File: src/rtl/led_2_pkg.sv
// Shared register map and type definitions for the LED pattern driver.
package led_2_pkg;

    localparam logic [1:0] ADDR_CTRL    = 2'd0;
    localparam logic [1:0] ADDR_PATTERN = 2'd1;
    localparam logic [1:0] ADDR_PERIOD  = 2'd2;
    localparam logic [1:0] ADDR_DUTY    = 2'd3;

    typedef enum logic [1:0] {
        LED_STATIC = 2'd0,
        LED_BLINK  = 2'd1,
        LED_ROTATE = 2'd2,
        LED_PWM    = 2'd3
    } led_mode_t;

    typedef enum logic {
        ST_IDLE = 1'b0,
        ST_RUN  = 1'b1
    } led_state_t;

endpackage

File: src/rtl/led_pattern_driver_if.sv
// Single-cycle configuration write port from the register bank.
interface led_pattern_driver_if;

    logic        cfg_wr_en;
    logic [1:0]  cfg_addr;
    logic [31:0] cfg_wdata;

    modport master (output cfg_wr_en, output cfg_addr, output cfg_wdata);
    modport slave  (input  cfg_wr_en, input  cfg_addr, input  cfg_wdata);

endinterface

File: src/rtl/led_pattern_driver_prescaler.sv
// Down-rate tick generator: counts 0..period while enabled and pulses tick at the top.
module led_prescaler #(
    parameter int W = 32
) (
    input  logic         ACLK,
    input  logic         ARESETN,
    input  logic         en,
    input  logic         restart,
    input  logic         clr,
    input  logic [W-1:0] period,
    output logic         tick
);

    logic [W-1:0] cnt_q, cnt_d;

    // restart also swallows the tick of its own cycle; clr only rewinds the count
    always_comb begin
        tick  = en && !restart && (cnt_q == period);
        cnt_d = cnt_q + W'(1);
        if (!en || restart || clr || tick) begin
            cnt_d = '0;
        end
    end

    always_ff @(posedge ACLK or negedge ARESETN) begin
        if (!ARESETN) begin
            cnt_q <= '0;
        end else begin
            cnt_q <= cnt_d;
        end
    end

endmodule

File: src/rtl/led_pattern_driver.sv
// LED pattern driver: static / blink / rotate / PWM modes over a programmable prescaler.
// state   | meaning
// ST_IDLE | outputs dark, working counters held at 0
// ST_RUN  | selected mode drives led_out, prescaler running
module led_pattern_driver
    import led_2_pkg::*;
#(
    parameter int NUM_LEDS   = 8,
    parameter int PRESCALE_W = 32,
    parameter int PWM_W      = 8
) (
    input  logic                  ACLK,
    input  logic                  ARESETN,
    led_pattern_driver_if.slave   cfg,
    output logic [NUM_LEDS-1:0]   led_out,
    output logic                  tick,
    output logic                  running,
    output logic [NUM_LEDS-1:0]   cur_pattern,
    output logic [15:0]           step_cnt
);

    led_state_t              state_q, state_d;
    logic [2:0]              ctrl_q, ctrl_d;
    logic [NUM_LEDS-1:0]     pattern_q, pattern_d;
    logic [PRESCALE_W-1:0]   period_q, period_d;
    logic [PWM_W-1:0]        duty_q, duty_d;
    logic [NUM_LEDS-1:0]     cur_q, cur_d;
    logic                    phase_q, phase_d;
    logic [PWM_W-1:0]        pwm_q, pwm_d;
    logic [NUM_LEDS-1:0]     led_q, led_d;
    logic [15:0]             step_q, step_d;

    logic      wr_ctrl, wr_pattern, wr_period, wr_duty;
    logic      reload;
    led_mode_t mode_q, mode_d;

    always_comb begin
        wr_ctrl    = cfg.cfg_wr_en && (cfg.cfg_addr == ADDR_CTRL);
        wr_pattern = cfg.cfg_wr_en && (cfg.cfg_addr == ADDR_PATTERN);
        wr_period  = cfg.cfg_wr_en && (cfg.cfg_addr == ADDR_PERIOD);
        wr_duty    = cfg.cfg_wr_en && (cfg.cfg_addr == ADDR_DUTY);
        ctrl_d     = wr_ctrl    ? cfg.cfg_wdata[2:0]            : ctrl_q;
        pattern_d  = wr_pattern ? cfg.cfg_wdata[NUM_LEDS-1:0]   : pattern_q;
        period_d   = wr_period  ? cfg.cfg_wdata[PRESCALE_W-1:0] : period_q;
        duty_d     = wr_duty    ? cfg.cfg_wdata[PWM_W-1:0]      : duty_q;
        mode_q     = led_mode_t'(ctrl_q[2:1]);
        mode_d     = led_mode_t'(ctrl_d[2:1]);
    end

    always_ff @(posedge ACLK or negedge ARESETN) begin
        if (!ARESETN) begin
            state_q <= ST_IDLE;
        end else begin
            state_q <= state_d;
        end
    end

    always_comb begin
        state_d = state_q;
        case (state_q)
            ST_IDLE: if (ctrl_q[0])  state_d = ST_RUN;
            ST_RUN:  if (!ctrl_q[0]) state_d = ST_IDLE;
            default: state_d = ST_IDLE;
        endcase
    end

    always_comb begin
        running = (state_q == ST_RUN);
    end

    // Entering RUN, switching mode or loading a new pattern restarts the animation
    always_comb begin
        reload = ((state_q == ST_IDLE) && (state_d == ST_RUN)) ||
                 (running && (wr_pattern ||
                              (wr_ctrl && (cfg.cfg_wdata[2:1] != ctrl_q[2:1]))));
    end

    led_prescaler #(.W(PRESCALE_W)) u_prescaler (
        .ACLK    (ACLK),
        .ARESETN (ARESETN),
        .en      (running),
        .restart (wr_period),
        .clr     (reload),
        .period  (period_q),
        .tick    (tick)
    );

    always_comb begin
        cur_d   = cur_q;
        phase_d = phase_q;
        pwm_d   = pwm_q;
        if (state_d == ST_IDLE) begin
            phase_d = 1'b0;
            pwm_d   = '0;
        end else if (reload) begin
            cur_d   = pattern_d;
            phase_d = 1'b1;
            pwm_d   = '0;
        end else if (tick) begin
            case (mode_q)
                LED_BLINK:  phase_d = !phase_q;
                LED_ROTATE: cur_d   = {cur_q[NUM_LEDS-2:0], cur_q[NUM_LEDS-1]};
                LED_PWM:    pwm_d   = pwm_q + PWM_W'(1);
                default:    ;
            endcase
        end

        led_d = '0;
        if (state_d == ST_RUN) begin
            case (mode_d)
                LED_STATIC: led_d = pattern_d;
                LED_BLINK:  led_d = phase_d ? pattern_d : '0;
                LED_ROTATE: led_d = cur_d;
                LED_PWM:    led_d = (pwm_d < duty_d) ? pattern_d : '0;
                default:    led_d = '0;
            endcase
        end

        step_d = tick ? step_q + 16'd1 : step_q;
    end

    always_ff @(posedge ACLK or negedge ARESETN) begin
        if (!ARESETN) begin
            ctrl_q    <= '0;
            pattern_q <= '0;
            period_q  <= '0;
            duty_q    <= '0;
            cur_q     <= '0;
            phase_q   <= 1'b0;
            pwm_q     <= '0;
            led_q     <= '0;
            step_q    <= '0;
        end else begin
            ctrl_q    <= ctrl_d;
            pattern_q <= pattern_d;
            period_q  <= period_d;
            duty_q    <= duty_d;
            cur_q     <= cur_d;
            phase_q   <= phase_d;
            pwm_q     <= pwm_d;
            led_q     <= led_d;
            step_q    <= step_d;
        end
    end

    assign led_out     = led_q;
    assign cur_pattern = cur_q;
    assign step_cnt    = step_q;

endmodule

File: src/flat_wrapper.sv
// flat-port wrapper written by rule: the top's interface ports become plain ports
module led_pattern_driver_flat import led_2_pkg::*;
#(
    parameter int NUM_LEDS   = 8,
    parameter int PRESCALE_W = 32,
    parameter int PWM_W      = 8
)
  (ACLK, ARESETN, led_out, tick, running, cur_pattern, step_cnt, cfg_cfg_wr_en, cfg_cfg_addr, cfg_cfg_wdata);
  led_pattern_driver_if cfg_i ();
  input  logic ACLK;
  input  logic ARESETN;
  output logic [NUM_LEDS-1:0] led_out;
  output logic tick;
  output logic running;
  output logic [NUM_LEDS-1:0] cur_pattern;
  output logic [15:0] step_cnt;
  input wire logic [$bits(cfg_i.cfg_wr_en)-1:0] cfg_cfg_wr_en;
  input wire logic [$bits(cfg_i.cfg_addr)-1:0] cfg_cfg_addr;
  input wire logic [$bits(cfg_i.cfg_wdata)-1:0] cfg_cfg_wdata;
  assign cfg_i.cfg_wr_en = cfg_cfg_wr_en;
  assign cfg_i.cfg_addr = cfg_cfg_addr;
  assign cfg_i.cfg_wdata = cfg_cfg_wdata;
  led_pattern_driver #(.NUM_LEDS(NUM_LEDS), .PRESCALE_W(PRESCALE_W), .PWM_W(PWM_W)) u_core (.ACLK(ACLK), .ARESETN(ARESETN), .cfg(cfg_i), .led_out(led_out), .tick(tick), .running(running), .cur_pattern(cur_pattern), .step_cnt(step_cnt));
endmodule
File: config.mk
export PLATFORM = sky130hd
export DESIGN_NAME = led_pattern_driver_flat
export DESIGN_NICKNAME = d
export VERILOG_FILES = /design/src/rtl/led_2_pkg.sv /design/src/rtl/led_pattern_driver_if.sv /design/src/rtl/led_pattern_driver_prescaler.sv /design/src/rtl/led_pattern_driver.sv /design/src/flat_wrapper.sv
export SDC_FILE = /design/constraint.sdc
export NUM_CORES = 1
export LEC_CHECK = 0
export ABC_AREA = 1
export BUFFER_PORTS_ARGS = -buffer_cell sky130_fd_sc_hd__buf_4
export CORE_MARGIN = 2
export CORE_UTILIZATION = 59
export CTS_CLUSTER_SIZE = 10
export DETAILED_ROUTE_END_ITERATION = 10
export PLACE_DENSITY = 0.8
export SLEW_MARGIN = 5
export SYNTH_ARGS = -nofsm -noshare
export SYNTH_HDL_FRONTEND = slang
export SYNTH_SLANG_ARGS = --single-unit
File: constraint.sdc
create_clock -name ACLK -period 4.2 [get_ports ACLK]
set_clock_uncertainty 0.2 [all_clocks]
set_input_delay 0.63 -clock ACLK [delete_from_list [all_inputs] [get_ports ACLK]]
set_output_delay 0.63 -clock ACLK [all_outputs]
set_load 0.02 [all_outputs]
Word-level counts from Yosys, hierarchy flattened
Index checks and enable logic that the tools add are counted.
{"block": "classes", "n_addsub": 3, "magnitude_cmp": 1, "n_eq_ne": 11, "muxes": 21, "bitwise": 1, "n_reduce_logical": 19}
{"cell": "8-bit 2-to-1 mux", "count": 13}
{"cell": "32-bit by 1-bit adder with 32-bit output (second input constant)", "count": 1}
{"cell": "32-bit equality test", "count": 1}
{"cell": "32-bit 2-to-1 mux", "count": 1}
{"cell": "8-bit one-hot mux with 4 select lines", "count": 1}
{"cell": "16-bit by 1-bit adder with 16-bit output (second input constant)", "count": 1}
{"cell": "2-bit equality test (second input constant)", "count": 6}
{"cell": "1-bit logical AND", "count": 9}
{"cell": "8-bit by 1-bit adder with 8-bit output (second input constant)", "count": 1}
{"cell": "8-bit < comparator", "count": 1}
{"cell": "2-bit by 1-bit equality test with 1-bit output (second input constant)", "count": 3}
{"cell": "1-bit logical OR", "count": 5}
{"cell": "1-bit 2-to-1 mux", "count": 5}
{"cell": "2-bit zero test", "count": 2}
{"cell": "1-bit zero test", "count": 3}
{"cell": "3-bit 2-to-1 mux", "count": 1}
{"cell": "2-bit != test", "count": 1}
{"cell": "1-bit inverter", "count": 1}
{"block": "totals", "regBits": 125, "inputBits": 37, "out_inout_bits": 34}

Depth between registers and ports, before layout
{"block": "logic_depth", "depth_word": 12, "mapped_depth": 22, "ltp_nobuf": 22}

Modules after synthesis
From an unflattened synthesis, not the netlist that was laid out.
{"block": "hier_totals", "cells_unflattened": 922, "area_unflattened_um2": 7128.1}
{"mod": "led_pattern_driver", "n_inst": 1, "cells_each": 527, "area_per_inst_um2": 4448.0, "seq_area_each_um2": 2327.2}
{"mod": "led_prescaler", "n_inst": 1, "cells_each": 395, "area_per_inst_um2": 2680.1, "seq_area_each_um2": 800.8}

Worst setup path before layout
OpenSTA, ideal clock, no wires.
{"block": "synth_path", "path_kind": "input port to flip-flop", "startpoint": "in cfg_cfg_addr[0]", "endpoint": "reg u_core.led_q[1] (netlist: u_core.led_out[1])", "setup_time_ns": 0.073, "arrival_time_ns": 2.852, "slack_ns": 1.074, "stages": 19, "path_cell_list": "inv_1 > nand3_1 > nand2_1 > nor2_1 > nand3_1 > inv_1 > nand3_1 > nor2_1 > nand3_1 > o21ai_0 > a21oi_1 > ha_1 > nand2_1 > o21ai_0 > nor3_1 > nand2_1 > nand2_1 > nand2_1 > a21oi_2"}
{"block": "synth_between", "elab_chain_cells": 12, "word_cells_on_any_way": 36}
{"element": "start: declaration", "line_no": "flat_wrapper.sv:18", "rtl": "input wire logic [$bits(cfg_i.cfg_addr)-1:0] cfg_cfg_addr;"}
{"element": "2-bit equality test / 2-bit zero test (equally long branches)", "line_no": "led_pattern_driver.sv:40, led_pattern_driver.sv:38"}
{"element": "1-bit logical AND, on equally long branches", "line_no": "led_pattern_driver.sv:40, led_pattern_driver.sv:38"}
{"element": "1-bit zero test / 1-bit logical AND (equally long branches)", "line_no": "led_pattern_driver_prescaler.sv:18, led_pattern_driver.sv:75"}
{"element": "1-bit logical AND / 1-bit logical OR (equally long branches)", "line_no": "led_pattern_driver_prescaler.sv:18, led_pattern_driver.sv:74"}
{"element": "1-bit logical AND, on equally long branches", "line_no": "led_pattern_driver_prescaler.sv:18, led_pattern_driver.sv:74"}
{"element": "8-bit 2-to-1 mux / 1-bit logical OR (equally long branches)", "line_no": "led_pattern_driver.sv:99, led_pattern_driver.sv:73"}
{"element": "8-bit 2-to-1 mux (*)", "line_no": "led_pattern_driver.sv:95", "rtl": "end else if (reload) begin"}
{"element": "8-bit 2-to-1 mux (*)", "line_no": "led_pattern_driver.sv:92", "rtl": "if (state_d == ST_IDLE) begin"}
{"element": "via u_core.pwm_d[6]", "line_no": "led_pattern_driver.sv:29", "rtl": "logic [PWM_W-1:0] pwm_q, pwm_d;"}
{"element": "8-bit < comparator (*)", "line_no": "led_pattern_driver.sv:114", "rtl": "LED_PWM: led_d = (pwm_d < duty_d) ? pattern_d : '0;"}
{"element": "8-bit 2-to-1 mux (*)", "line_no": "led_pattern_driver.sv:114"}
{"element": "8-bit one-hot mux with 4 select lines (*)", "line_no": "led_pattern_driver.sv:110", "rtl": "case (mode_d)"}
{"element": "8-bit 2-to-1 mux (*)", "line_no": "led_pattern_driver.sv:109", "rtl": "if (state_d == ST_RUN) begin"}
{"element": "via u_core.led_d[1]", "line_no": "led_pattern_driver.sv:30", "rtl": "logic [NUM_LEDS-1:0] led_q, led_d;"}
{"element": "end signal: assignment", "line_no": "led_pattern_driver.sv:141", "rtl": "led_q <= led_d;"}
{"element": "end: declaration", "line_no": "led_pattern_driver.sv:30"}
The timed path passes the listed nets; every way through them passes the cells marked *.
A chain may end at the register's enable or synchronous reset.

Worst setup path after layout
{"block": "layout_path", "startpoint": "reg u_core.u_prescaler.cnt_q[4]", "endpoint": "reg u_core.led_q[1] (netlist: u_core.led_out[1])"}
{"block": "layout_between", "elab_chain_cells": 9, "word_cells_on_any_way": 16}
{"element": "start: declaration", "line_no": "led_pattern_driver_prescaler.sv:14", "rtl": "logic [W-1:0] cnt_q, cnt_d;"}
{"element": "start signal: assignment", "line_no": "led_pattern_driver_prescaler.sv:29", "rtl": "cnt_q <= cnt_d;"}
{"element": "32-bit equality test", "line_no": "led_pattern_driver_prescaler.sv:18", "rtl": "tick = en && !restart && (cnt_q == period);"}
{"element": "1-bit logical AND", "line_no": "led_pattern_driver_prescaler.sv:18"}
{"element": "8-bit 2-to-1 mux", "line_no": "led_pattern_driver.sv:99", "rtl": "end else if (tick) begin"}
{"element": "8-bit 2-to-1 mux", "line_no": "led_pattern_driver.sv:95"}
{"element": "8-bit 2-to-1 mux", "line_no": "led_pattern_driver.sv:92"}
{"element": "via u_core.pwm_d[5]", "line_no": "led_pattern_driver.sv:29"}
{"element": "8-bit < comparator", "line_no": "led_pattern_driver.sv:114"}
{"element": "8-bit 2-to-1 mux", "line_no": "led_pattern_driver.sv:114"}
{"element": "8-bit one-hot mux with 4 select lines", "line_no": "led_pattern_driver.sv:110"}
{"element": "8-bit 2-to-1 mux", "line_no": "led_pattern_driver.sv:109"}
{"element": "via u_core.led_d[1]", "line_no": "led_pattern_driver.sv:30"}
The timed path passes the listed nets, and every way through them passes these cells.

==> results.json <==
{
  "ys_seq_area_frac": 0.492,
  "slew-limit-headroom": 0.451,
  "antenna_left": 0,
  "grt_first_pass_wirelength_mm": 24.4,
  "seqPwrFrac": 0.399,
  "switchingPower_mw": 1.08,
  "clock_path_buffers": 2,
  "synth_top_area_share": 0.492,
  "ys.flop_type": "dfrtp_1",
  "synth_area_leaders": "dfrtp_1 (49%), nand2_1 (10%), inv_1 (6.0%), a21oi_1 (4.3%), xnor2_1 (4.3%)",
  "worstPathCellList": "inv_2 > nand2_1 > nand2_1 > nand2_1 > nor2_1 > nand2_1 > nor2_4 > nand3_1 > inv_1 > nand3_1 > nor2_1 > o21ai_0 > a21oi_1 > ha_1 > a21oi_1 > o21ai_0 > nor3_1 > nand2_1 > nand2_1 > nand2_1 > a21oi_2",
  "instances_no_fill": 971,
  "die_w_um": 108,
  "nets": 869,
  "drive_gt1_frac": 0.187,
  "tightest_slew_ns": 0.823,
  "cts_tree": "done",
  "vias": 5351,
  "worst_setup_path_end_kind": "flip-flop",
  "min_path_type": "in -> async",
  "path_buf_inv": 2,
  "critPathMaxStageDelay_ns": 0.42,
  "grt_overflow": 0,
  "cts_max_level": 4,
  "cts_resized": 0,
  "cp.required_ns": 4.45,
  "antenna_found_initial": 0,
  "grt_usage": 0.272,
  "cap_violations": 0,
  "p_leak_nw": 3.72,
  "finalCritPeriodShare": 0.868,
  "grt_max_degree": 65,
  "path_common_cell": "nand2_1",
  "drc": 0,
  "gp_congestion": 0.870,
  "wire_per_inst_um": 15.2,
  "post-cts-setup-buffer-count": 0,
  "ys_async_sr_fraction": 1.00,
  "yosys_register_bits": 125,
  "whs_ns": -0.00954,
  "synthCells": 744,
  "yosysMostFrequentCell": "nand2_1",
  "cts.clk_slew.worst_paths_ns": 0.06,
  "slowest_stage": "dfrtp_1",
  "avgSynthCellArea_um2": 8.55,
  "swShare": 0.298,
  "dp_slack_ns": 0.450,
  "cpLargestDelayFamily": "simple AND/OR/NAND/NOR gates",
  "synth.largest_area_cell": "dfrtp_1",
  "finalHoldViolCount": 8,
  "first_pass_iters": 5,
  "clk_latency_ns": 0.53,
  "powerDensity_nw_per_um2": 476,
  "grt_pass1_vias": 5208,
  "io_pins": 71,
  "ir_worst_vdd_mv": 0.384,
  "tns_ns": 0,
  "slew_violations": 0,
  "syn_area_um2": 6360,
  "worst_slack_ns": 0.552,
  "start_util": 0.610,
  "ys_warn_count": 0,
  "status": "finished, violations left",
  "dp_cells": 939,
  "dr.first_iter.drc_count": 365,
  "synth.distinct_cells": 44,
  "cts_buffers": 17,
  "internal-power_mw": 2.55,
  "dpl.hpwl_mm": 10.4,
  "die_y_um": 108,
  "cp-start-kind": "flip-flop",
  "violations": "hold timing",
  "setup_viol": 0,
  "rsz0062_at_grt": "no",
  "yosys-top-cells-count": "nand2_1 (170), dfrtp_1 (125), inv_1 (101), nor2_1 (59), a21oi_1 (55)",
  "portBuffers": 70,
  "cts_root_buf": "clkbuf_8",
  "routed_wirelength_mm": 14.8,
  "crit_fanout": 8,
  "cts_hold_buf": 0,
  "worstSetupPathType": "reg -> reg",
  "cts.sinks": 125,
  "num_antenna_cells": 0,
  "design.die.area_um2": 11600,
  "p_comb_frac": 0.196,
  "synth_edf_count": 0,
  "fmax_mhz": 274,
  "fin_util": 0.732,
  "period_needed_ns": 3.65,
  "cp_data_arrival_time_ns": 3.90,
  "pwr-share-clk": 0.405,
  "power_mw": 3.63,
  "syn_to_final_growth_pct": 19.9,
  "core_area_um2": 10400,
  "num_rows": 37,
  "via_per_inst": 5.51,
  "syn_nets": 791
}
## layer usage
layer  track usage  routed length (µm)  up-vias
met1         0.344                6110     2593
li1              -                   -     2546
met3        0.0642                 841       33
met5             0                   0        -
met2         0.452                7450      179
met4         0.106                 357        0
## stage by stage
step                      instance area (µm²)  hold WS (ns)
final                                    7620      -0.00954
after CTS                                7620        0.0210
after global placement                   7030         0.259
after floorplan                          6360         0.134
after global routing                     7620        0.0494
after detailed placement                 7030         0.268
## layout make-up
type,count,area (µm²)
Tap cell,136,170
Fill cell,769,2790
Inverter,106,398
Sequential cell,125,3130
Clock inverter,13,166
Clock buffer,19,432
Multi-Input combinational cell,497,2770
Timing Repair Buffer,75,563
## placed cells by master, fill, tap and decap left out, drive strengths merged
| master | instances |
|---|---|
| o211ai | 1 |
| nand3 | 20 |
| clkinv | 7 |
| and3 | 1 |
| ha | 10 |
| nor4 | 4 |
| nor4b | 1 |
| nand2 | 174 |
| nand3b | 1 |
| clkbuf | 19 |
| nand4 | 10 |
| o21a | 2 |
| clkinvlp | 3 |
| bufinv | 3 |
| a21oi | 57 |
| or2 | 1 |
| buf | 75 |
| mux2 | 16 |
| nor3b | 2 |
| nor3 | 23 |
| a22oi | 9 |
| xor2 | 10 |
| o21ai | 55 |
| nor2 | 67 |
| a31oi | 2 |
| xnor2 | 31 |
| dfrtp | 125 |
| inv | 106 |
## path summary, 6_finish.rpt
kind	slack, ns	from	to	depth (start not counted)
worst max-delay path	0.55	u_core.u_prescaler.cnt_q[4]	u_core.led_out[1]	21
worst min-delay path	-0.01	ARESETN	u_core.u_prescaler.cnt_q[17]	1
worst max register to register	0.55	u_core.u_prescaler.cnt_q[4]	u_core.led_out[1]	21
worst min register to register	0.28	u_core.step_cnt[15]	u_core.step_cnt[15]	1
max in group asynchronous	2.83	ARESETN	u_core.u_prescaler.cnt_q[7]	2
min in group ACLK	0.13	cfg_cfg_wdata[0]	u_core.ctrl_q[0]	3
## power by group through the flow
stage | logic [mW] | registers (mW) | clock network, mW
6_report | 0.713 | 1.45 | 1.47
4_1_cts | 0.711 | 1.45 | 1.48
3_5_place_dp | 0.697 | 1.47 | 0
3_3_place_gp | 0.676 | 1.46 | 0
2_1_floorplan | 0.386 | 1.51 | 0
5_1_grt | 0.785 | 1.47 | 1.54
## logic make-up after synthesis
family                   count (synthesis)  synth area share
AO/OA/AOI/OAI                          126             0.107
XOR/XNOR                                41            0.0565
adder cells (fa/ha/maj)                 10            0.0197
buffers and inverters                  122            0.0736
flip-flops                             125             0.492
multiplexers                            16            0.0283
AND/OR/NAND/NOR                        304             0.223
## flip-flops by register name, summed over array words and instances (netlist names)
register / count
u_core.led_out: 8
u_core.pwm_q: 8
u_core.running: 1
u_core.phase_q: 1
u_core.step_cnt: 16
u_core.cur_pattern: 8
u_core.period_q: 32
u_core.pattern_q: 8
u_core.ctrl_q: 3
u_core.duty_q: 8
u_core.u_prescaler.cnt_q: 32
(Power assumes the default switching activity.)
